===== config.mk =====
export PLATFORM = sky130hd
export DESIGN_NAME = fmap_stream_serializer_flat
export DESIGN_NICKNAME = d
export VERILOG_FILES = /design/src/rtl/ecko_fmap_pkg.sv /design/src/rtl/fmap_stream_serializer_if.sv /design/src/rtl/fmap_frame_buf.sv /design/src/rtl/fmap_stream_serializer.sv /design/src/flat_wrapper.sv
export SDC_FILE = /design/constraint.sdc
export NUM_CORES = 2
export LEC_CHECK = 0
export CORE_ASPECT_RATIO = 0.6
export CORE_MARGIN = 10
export CORE_UTILIZATION = 45
export DETAILED_ROUTE_END_ITERATION = 8
export PLACE_DENSITY = 0.75
export SLEW_MARGIN = 20
export SYNTH_ARGS = -nofsm -noshare
export SYNTH_HDL_FRONTEND = slang
export SYNTH_SLANG_ARGS = --single-unit

===== constraint.sdc =====
create_clock -name clk -period 94 [get_ports clk]
set_clock_uncertainty 0.15 [all_clocks]
set_input_delay 18.8 -clock clk [delete_from_list [all_inputs] [get_ports clk]]
set_output_delay 18.8 -clock clk [all_outputs]
set_load 0.02 [all_outputs]

===== src/rtl/ecko_fmap_pkg.sv =====
// Shared feature-map definitions used by conv2d and the stream serializer.
// Holds the default frame geometry, the element index width and the drop counter width.
package ecko_fmap_pkg;

  localparam int FMAP_ELEM_W     = 32;
  localparam int FMAP_NUM_ELEMS  = 32;
  localparam int FMAP_IDX_W      = $clog2(FMAP_NUM_ELEMS);
  localparam int FMAP_DROP_CNT_W = 16;

endpackage


===== src/rtl/fmap_stream_serializer_if.sv =====
// Handshake bundle for the serializer.
// The parallel frame input side and the element stream output side travel together.
// The slave modport is the serializer's view; the master modport is the surrounding logic.
interface fmap_stream_serializer_if
  import ecko_fmap_pkg::*;
#(
  parameter int NUM_ELEMS = FMAP_NUM_ELEMS,
  parameter int ELEM_W    = FMAP_ELEM_W
);

  logic [NUM_ELEMS*ELEM_W-1:0] in_data;
  logic                        in_valid;
  logic                        in_ready;
  logic [ELEM_W-1:0]           out_data;
  logic                        out_valid;
  logic                        out_ready;
  logic                        out_last;

  modport slave (
    input  in_data,
    input  in_valid,
    output in_ready,
    output out_data,
    output out_valid,
    input  out_ready,
    output out_last
  );

  modport master (
    output in_data,
    output in_valid,
    input  in_ready,
    input  out_data,
    input  out_valid,
    output out_ready,
    input  out_last
  );

endinterface


===== src/rtl/fmap_frame_buf.sv =====
// One frame register of the ping-pong pair.
// It loads a whole parallel frame on i_load and returns the element selected by i_idx.
// Contents are deliberately not reset; the full flags at top level decide what is meaningful.
module fmap_frame_buf #(
  parameter int NUM_ELEMS = 32,
  parameter int ELEM_W    = 32,
  parameter int IDX_W     = 5
) (
  input  logic                        clk,
  input  logic                        i_load,
  input  logic [NUM_ELEMS*ELEM_W-1:0] i_frame,
  input  logic [IDX_W-1:0]            i_idx,
  output logic [ELEM_W-1:0]           o_elem
);

  logic [NUM_ELEMS-1:0][ELEM_W-1:0] r_frame;

  // Capture the whole frame at once so a frame is never partially overwritten
  always_ff @(posedge clk) begin
    if (i_load) begin
      r_frame <= i_frame;
    end
  end

  assign o_elem = r_frame[i_idx];

endmodule


===== src/rtl/fmap_stream_serializer.sv =====
// Feature-map stream serializer: captures parallel conv2d frames into a ping-pong
// pair of frame buffers and re-emits them one element per cycle with a last flag.
// Optional feature macro: FMAP_SER_DROP_CNT_EN builds a saturating counter of frames
// offered while no buffer was free; without it o_drop_cnt is tied to zero.
module fmap_stream_serializer
  import ecko_fmap_pkg::*;
#(
  parameter int NUM_ELEMS = FMAP_NUM_ELEMS,
  parameter int ELEM_W    = FMAP_ELEM_W
) (
  input  logic                       clk,
  input  logic                       rst_n,
  fmap_stream_serializer_if.slave    bus,
  output logic [FMAP_DROP_CNT_W-1:0] o_drop_cnt
);

  localparam int IDX_W = $clog2(NUM_ELEMS);

  logic [1:0]        r_full;
  logic              r_wrSel;
  logic              r_rdSel;
  logic [IDX_W-1:0]  r_idx;

  logic              w_inReady;
  logic              w_capture;
  logic              w_outValid;
  logic              w_transfer;
  logic              w_lastIdx;
  logic              w_finish;
  logic [ELEM_W-1:0] w_elem0;
  logic [ELEM_W-1:0] w_elem1;

  assign w_inReady  = ~r_full[r_wrSel];
  assign w_capture  = bus.in_valid & w_inReady;
  assign w_outValid = r_full[r_rdSel];
  assign w_transfer = w_outValid & bus.out_ready;
  assign w_lastIdx  = (r_idx == IDX_W'(NUM_ELEMS - 1));
  assign w_finish   = w_transfer & w_lastIdx;

  fmap_frame_buf #(
    .NUM_ELEMS (NUM_ELEMS),
    .ELEM_W    (ELEM_W),
    .IDX_W     (IDX_W)
  ) u_buf0 (
    .clk     (clk),
    .i_load  (w_capture & ~r_wrSel),
    .i_frame (bus.in_data),
    .i_idx   (r_idx),
    .o_elem  (w_elem0)
  );

  fmap_frame_buf #(
    .NUM_ELEMS (NUM_ELEMS),
    .ELEM_W    (ELEM_W),
    .IDX_W     (IDX_W)
  ) u_buf1 (
    .clk     (clk),
    .i_load  (w_capture & r_wrSel),
    .i_frame (bus.in_data),
    .i_idx   (r_idx),
    .o_elem  (w_elem1)
  );

  // Buffer flags and pointers: a capture and a final read touch different buffers,
  // so both flag updates may land in the same cycle
  always_ff @(posedge clk or negedge rst_n) begin
    if (!rst_n) begin
      r_full  <= 2'b00;
      r_wrSel <= 1'b0;
      r_rdSel <= 1'b0;
    end else begin
      if (w_capture) begin
        r_full[r_wrSel] <= 1'b1;
        r_wrSel         <= ~r_wrSel;
      end
      if (w_finish) begin
        r_full[r_rdSel] <= 1'b0;
        r_rdSel         <= ~r_rdSel;
      end
    end
  end

  // Element index walks the frame and wraps so the next buffer starts at element 0
  always_ff @(posedge clk or negedge rst_n) begin
    if (!rst_n) begin
      r_idx <= '0;
    end else if (w_transfer) begin
      r_idx <= w_lastIdx ? '0 : r_idx + IDX_W'(1);
    end
  end

  assign bus.in_ready  = w_inReady;
  assign bus.out_valid = w_outValid;
  assign bus.out_data  = !w_outValid ? '0 : (r_rdSel ? w_elem1 : w_elem0);
  assign bus.out_last  = w_outValid & w_lastIdx;

`ifdef FMAP_SER_DROP_CNT_EN
  logic [FMAP_DROP_CNT_W-1:0] r_dropCnt;

  // Count frames conv2d pushed while both buffers were busy, holding at all-ones
  always_ff @(posedge clk or negedge rst_n) begin
    if (!rst_n) begin
      r_dropCnt <= '0;
    end else if (bus.in_valid && !w_inReady && (r_dropCnt != '1)) begin
      r_dropCnt <= r_dropCnt + FMAP_DROP_CNT_W'(1);
    end
  end

  assign o_drop_cnt = r_dropCnt;
`else
  assign o_drop_cnt = '0;
`endif

endmodule


===== src/flat_wrapper.sv =====
// flat-port wrapper written by rule: the top's interface ports become plain ports
module fmap_stream_serializer_flat import ecko_fmap_pkg::*;
#(
  parameter int NUM_ELEMS = FMAP_NUM_ELEMS,
  parameter int ELEM_W    = FMAP_ELEM_W
)
  (clk, rst_n, o_drop_cnt, bus_in_data, bus_in_valid, bus_in_ready, bus_out_data, bus_out_valid, bus_out_ready, bus_out_last);
  fmap_stream_serializer_if #(.NUM_ELEMS(NUM_ELEMS), .ELEM_W(ELEM_W)) bus_i ();
  input  logic clk;
  input  logic rst_n;
  output logic [FMAP_DROP_CNT_W-1:0] o_drop_cnt;
  input wire logic [$bits(bus_i.in_data)-1:0] bus_in_data;
  input wire logic [$bits(bus_i.in_valid)-1:0] bus_in_valid;
  output wire logic [$bits(bus_i.in_ready)-1:0] bus_in_ready;
  output wire logic [$bits(bus_i.out_data)-1:0] bus_out_data;
  output wire logic [$bits(bus_i.out_valid)-1:0] bus_out_valid;
  input wire logic [$bits(bus_i.out_ready)-1:0] bus_out_ready;
  output wire logic [$bits(bus_i.out_last)-1:0] bus_out_last;
  assign bus_i.in_data = bus_in_data;
  assign bus_i.in_valid = bus_in_valid;
  assign bus_in_ready = bus_i.in_ready;
  assign bus_out_data = bus_i.out_data;
  assign bus_out_valid = bus_i.out_valid;
  assign bus_i.out_ready = bus_out_ready;
  assign bus_out_last = bus_i.out_last;
  fmap_stream_serializer #(.NUM_ELEMS(NUM_ELEMS), .ELEM_W(ELEM_W)) u_core (.clk(clk), .rst_n(rst_n), .bus(bus_i), .o_drop_cnt(o_drop_cnt));
endmodule

; ---- Yosys cells after proc, flatten, opt, wreduce, memory -nomap -nowiden
; Cells that the tools add are included.
[totals]
input_bits = 1028
regBits = 2057
word_cells = 106
[op_classes]
add_sub_neg = 1
reduce_logical = 2
magnitude_cmp = 5
muxes = 17
eq_ne = 1
n_bitwise = 12
[op_table]
columns = cell, count
row1 = binary-select mux 32 bit (select 5 bit), 2
row2 = 2-to-1 mux 32 bit, 4
row3 = AND 1 bit, 6
row4 = less-than comparator 5 x 6 -> 1 bit (second input constant), 1
row5 = 2-to-1 mux 1 bit, 6
row6 = adder 5 x 1 -> 5 bit (second input constant), 1
row7 = equality test 5 bit (second input constant), 1
row8 = 2-to-1 mux 5 bit, 1
row9 = less-than comparator 1 x 2 -> 1 bit (second input constant), 2
row10 = 2-to-1 mux 2 bit, 2
row11 = inverter 1 bit, 3
row12 = AND 2 bit, 1
row13 = demux 1 bit (select 1 bit), 2
row14 = greater-or-equal comparator 1 bit (second input constant), 2
row15 = logical AND 1 bit, 2
row16 = inverter 2 bit, 1
row17 = OR 2 bit, 1

; ---- Depth between registers and ports, before layout
[depth]
ltp_word = 8
depth_mapped = 9
ltp_nobuf = 6

; ---- Modules after synthesis
; A second synthesis with hierarchy kept.
[unflattened]
hier_cells = 4499
area_unflattened_um2 = 80338.3
[by_module_without_submodules]
columns = module, instances, area_per_inst_um2, cells_per_inst, seq_area_each_um2
row1 = fmap_frame_buf, 2, 39636.8, 2182, 30749.5
row2 = fmap_stream_serializer, 1, 1064.8, 135, 225.2

; ---- Worst setup path before layout
; No wires, ideal clock.
[synth_timing]
path_kind = input -> register
start = in bus_in_valid
end = reg u_core.u_buf0.r_frame[0] (netlist bit), enable pin
t_required_ns = 89.970
setup_slack_ns = -1.383
stages = 1
t_arrival_ns = 91.352
n_path_buf = 0
path_cell_list = nor3b_1
[synth_between]
elab_chain_cells = 2
[synth_rtl]
columns = item, line_no
row1 = start: declaration, flat_wrapper.sv:13  ; input wire logic [$bits(bus_i.in_valid)-1:0] bus_in_valid;
row2 = AND 1 bit, fmap_stream_serializer.sv:34  ; assign w_capture = bus.in_valid & w_inReady;
row3 = AND 1 bit, fmap_stream_serializer.sv:46  ; .i_load (w_capture & ~r_wrSel),
row4 = end signal: assignment, fmap_frame_buf.sv:21  ; r_frame <= i_frame;
row5 = end: declaration, fmap_frame_buf.sv:16  ; logic [NUM_ELEMS-1:0][ELEM_W-1:0] r_frame;
; No other way between the ends.
; A chain may end at the register's enable or synchronous reset.

; ---- Final worst setup path
[layout_timing]
start = reg u_core.r_idx[1]
end = out bus_out_data[14]
[layout_between]
elab_chain_cells = 4
[layout_rtl]
columns = item, line_no
row1 = start: declaration, fmap_stream_serializer.sv:22  ; logic [IDX_W-1:0] r_idx;
row2 = start signal: assignment, fmap_stream_serializer.sv:88  ; r_idx <= w_lastIdx ? '0 : r_idx + IDX_W'(1);
row3 = binary-select mux 32 bit (select 5 bit), fmap_frame_buf.sv:25  ; assign o_elem = r_frame[i_idx];
row4 = 2-to-1 mux 32 bit (not written as such), fmap_frame_buf.sv:25
row5 = 2-to-1 mux 32 bit * (2 in series), fmap_stream_serializer.sv:94  ; assign bus.out_data = !w_outValid ? '0 : (r_rdSel ? w_elem1 : w_elem0);
row6 = end: declaration, flat_wrapper.sv:15  ; output wire logic [$bits(bus_i.out_data)-1:0] bus_out_data;
; Every way passes the cells marked *; elsewhere a longest branch is shown, timed or not. The select of a mux whose other input is x is not followed.

==> summary.txt <==
Status
  • Status: completed

Placed design
  • DP HPWL: 173 mm
  • Dpl ws: 68,670 ps
  • Port Buffer Count: 1,062
  • GPL Wtd Cong: 0.863

Floorplan
  • Die H: 343 um
  • Die ar.: 0.191 mm^2
  • Die width: 558 um
  • Row Count: 118
  • CORE AREA: 0.173 mm^2
  • Initial core utilization: 45.3%
  • # IOs: 1,079

GRT
  • Tot GR Track Use: 24.6%
  • Initial antenna violation count: 127
  • First-pass GRT wire length: 332 mm
  • Largest net degree at the start of global routing: 189
  • Gr ovfl total: 0
  • Vias in the first global route: 42,200

Worst setup path
  • Crit path launch type: flop
  • CP Class: reg2out
  • Nature of the critical path endpoint: output port
  • Critical Path RT: 75,050 ps
  • Critical Path AT: 5900 ps
  • Max FO, Critical Path: 104

Routing
  • DRT met1 WL: 97.3 mm
  • Drt pass-1 iters: 6
  • Post-DR wirelength/cell: 34.8 um
  • Uppermost layer routed: met5
  • Via Count: 42,700
  • Met3 wire len: 30.2 mm
  • DRC: 0
  • Vias per std cell: 6.07
  • Metal2 WL: 111 mm
  • Starting DRT DRC Count: 6,375
  • Remaining antenna violation count after routing: 0
  • Final WL: 245 mm

Synthesis
  • Post-synth EDFFs: 2,048
  • #FFs+latches synth: 2,057
  • Synthesized instance count: 3,421
  • Seq/Total Area, Yosys: 78.9%
  • Post-synthesis cell area: 0.0782 mm^2
  • Number of distinct library cells after synthesis: 43
  • Synth Warn #: 0
  • Async S/R FF share, synth: 0.438%
  • Syn Area/Cell: 22.9 um^2
  • Top_reg_cell synth: edfxtp_1

Clock network
  • Htree depth: 4
  • CTS buffer count: 186
  • CTS Root Cell: clkbuf_16
  • Clk sinks: 2,057
  • Clock Path Buffers: 4
  • Postcts setup bufs: 0
  • CTS tree: done
  • CTS Hold Bufs: 0
  • Reg clk slew, reported paths: 60 ps
  • Cts repair resizes: 0
  • Worst skew pair latency: 800 ps

Hold path
  • Hold WC Path Type: reg2reg

Layout
  • Final nets: 5,586
  • Fillcell total: 12,500
  • Synth-to-Final Area Change: 24.3%
  • Share of cells above drive strength 1: 16.9%

Timing
  • Relative slew margins: 9.59%
  • Fin. Hold Viols: 0
  • RSZ-0062 raised after global routing: false
  • FMAX: 40.2 MHz
  • Pins Over Slew Limit: 0
  • Slew @ Worst Pin: 1360 ps
  • TNS Setup: 0 ps
  • Setup-failing EPs final: 0
  • Period utilization: 26.4%
  • Tmin final: 24,850 ps
  • Worst setup margin: 69,150 ps

Power and ir drop
  • Pwr Density: 28.2 mW/mm^2
  • P_int: 1.85 mW
  • Register share of total power: 41.6%
  • Comb power frac: 32.3%
  • Worst vdd ir: 0.0000259 V
  • Psw: 0.889 mW
  • Clk pwr share: 26.1%
  • Switching Share: 32.4%
  • Pleak: 30.9 nW

Flow run
  • Max cap viols: 0
[registers in the layout, summed over array words and instances, names as in the netlist]
register               count
u_core.r_wrSel             1
u_core.u_buf0.r_frame   1024
u_core.r_rdSel             1
u_core.r_idx               5
u_core.r_full              2
u_core.u_buf1.r_frame   1024
[per-layer routing]
layer	vias up	global-route usage, %
li1	17000	-
met1	22200	35.2
met2	2976	36.1
met3	430	8.36
met4	92	6.98
met5	-	0
[cells by family (layout without fill, tap and decap cells)]
group / count (synthesis) / in the layout / synth area share, %
compound gates: 381 / 381 / 3.37
other cells: 1 / 95 / 0.00479
buf+inv: 213 / 1458 / 1.48
fa+ha+maj: 2 / 2 / 0.0320
flops: 2057 / 2057 / 78.9
simple gates: 90 / 90 / 0.547
mux: 677 / 677 / 15.6
[through the flow]
step | area [um^2] | total power, mW | hold slack, ps | std cells | util (%)
after CTS | 97000 | 2.75 | 449 | 6960 | 56.2
after floorplan | 78300 | 1.77 | 341 | 3436 | -
final | 97200 | 2.74 | 453 | 7040 | 56.3
after detailed placement | 91500 | 2.04 | 432 | 6647 | 53.0
after global placement | 91400 | 2.03 | 423 | 6645 | 53.0
after global routing | 97200 | 2.83 | 499 | 7019 | 56.3
[placed cells by master, fill, tap and decap left out, types with 41 or more instances in the layout]
master and instances:
buf_4 64, clkinv_1 44, edfxtp_1 2048, a21oi_1 86, clkdlybuf4s50_1 1062, o221ai_1 70, diode_2 79, mux4_2 436
mux2i_1 234, clkbuf_16 187, a22oi_1 41
[synthesized netlist by cell type, types with 9 or more instances]
master	count	area, um^2
clkbuf_1	66	248
o21ai_0	43	215
buf_4	57	428
mux4_2	436	9820
o22ai_1	40	250
a21oi_1	86	430
o221ai_1	70	613
buf_2	62	310
edfxtp_1	2048	61500
nand3_1	9	45.0
a211oi_1	42	315
dfrtp_1	9	225
buf_1	16	60.1
nand2_1	44	165
buf_6	9	101
a22o_1	27	236
mux2i_1	235	2350
a22oi_1	41	308
[worst max-delay path: stages, from the launching register on]
cell,delay [ps]
dfrtp_4,960
buf_12,450
buf_4,700
mux4_2,380
mux2i_1,200
o21ai_1,830
a22o_1,270
clkdlybuf4s50_1,860
[path summary, 6_finish.rpt]
path | slack (ps) | startpoint | cells past startpoint | to
setup / recovery | 69150 | u_core.r_idx[1] | 7 | bus_out_data[14]
hold / removal | 450 | u_core.r_full[1] | 2 | u_core.r_full[1]
setup reg to reg | 88170 | u_core.r_full[0] | 7 | u_core.u_buf0.r_frame[177]
hold reg to reg | 450 | u_core.r_full[1] | 2 | u_core.r_full[1]
max in group asynchronous | 75130 | rst_n | 1 | u_core.r_idx[0]
min in group asynchronous | 18190 | rst_n | 1 | u_core.r_wrSel
[cell type report]
cell class	instances	area [um^2]	area share [%]
diodes	79	198	0.203
clock buffers	220	4800	4.94
clock inverters	93	718	0.739
inverters	3	20.0	0.0206
multi-input cells	1166	15500	15.9
flip-flops and latches	2057	61700	63.5
well taps	2280	2850	2.93
repair buffers	1142	11400	11.7
[power groups by stage]
stage          clock, mW  combinational, mW  sequential, mW
6_report           0.716              0.886            1.14
5_1_grt            0.760              0.928            1.15
4_1_cts            0.724              0.886            1.14
3_5_place_dp           0              0.882            1.16
3_3_place_gp           0              0.873            1.16
2_1_floorplan          0              0.523            1.25
(Power assumes the default switching activity.)
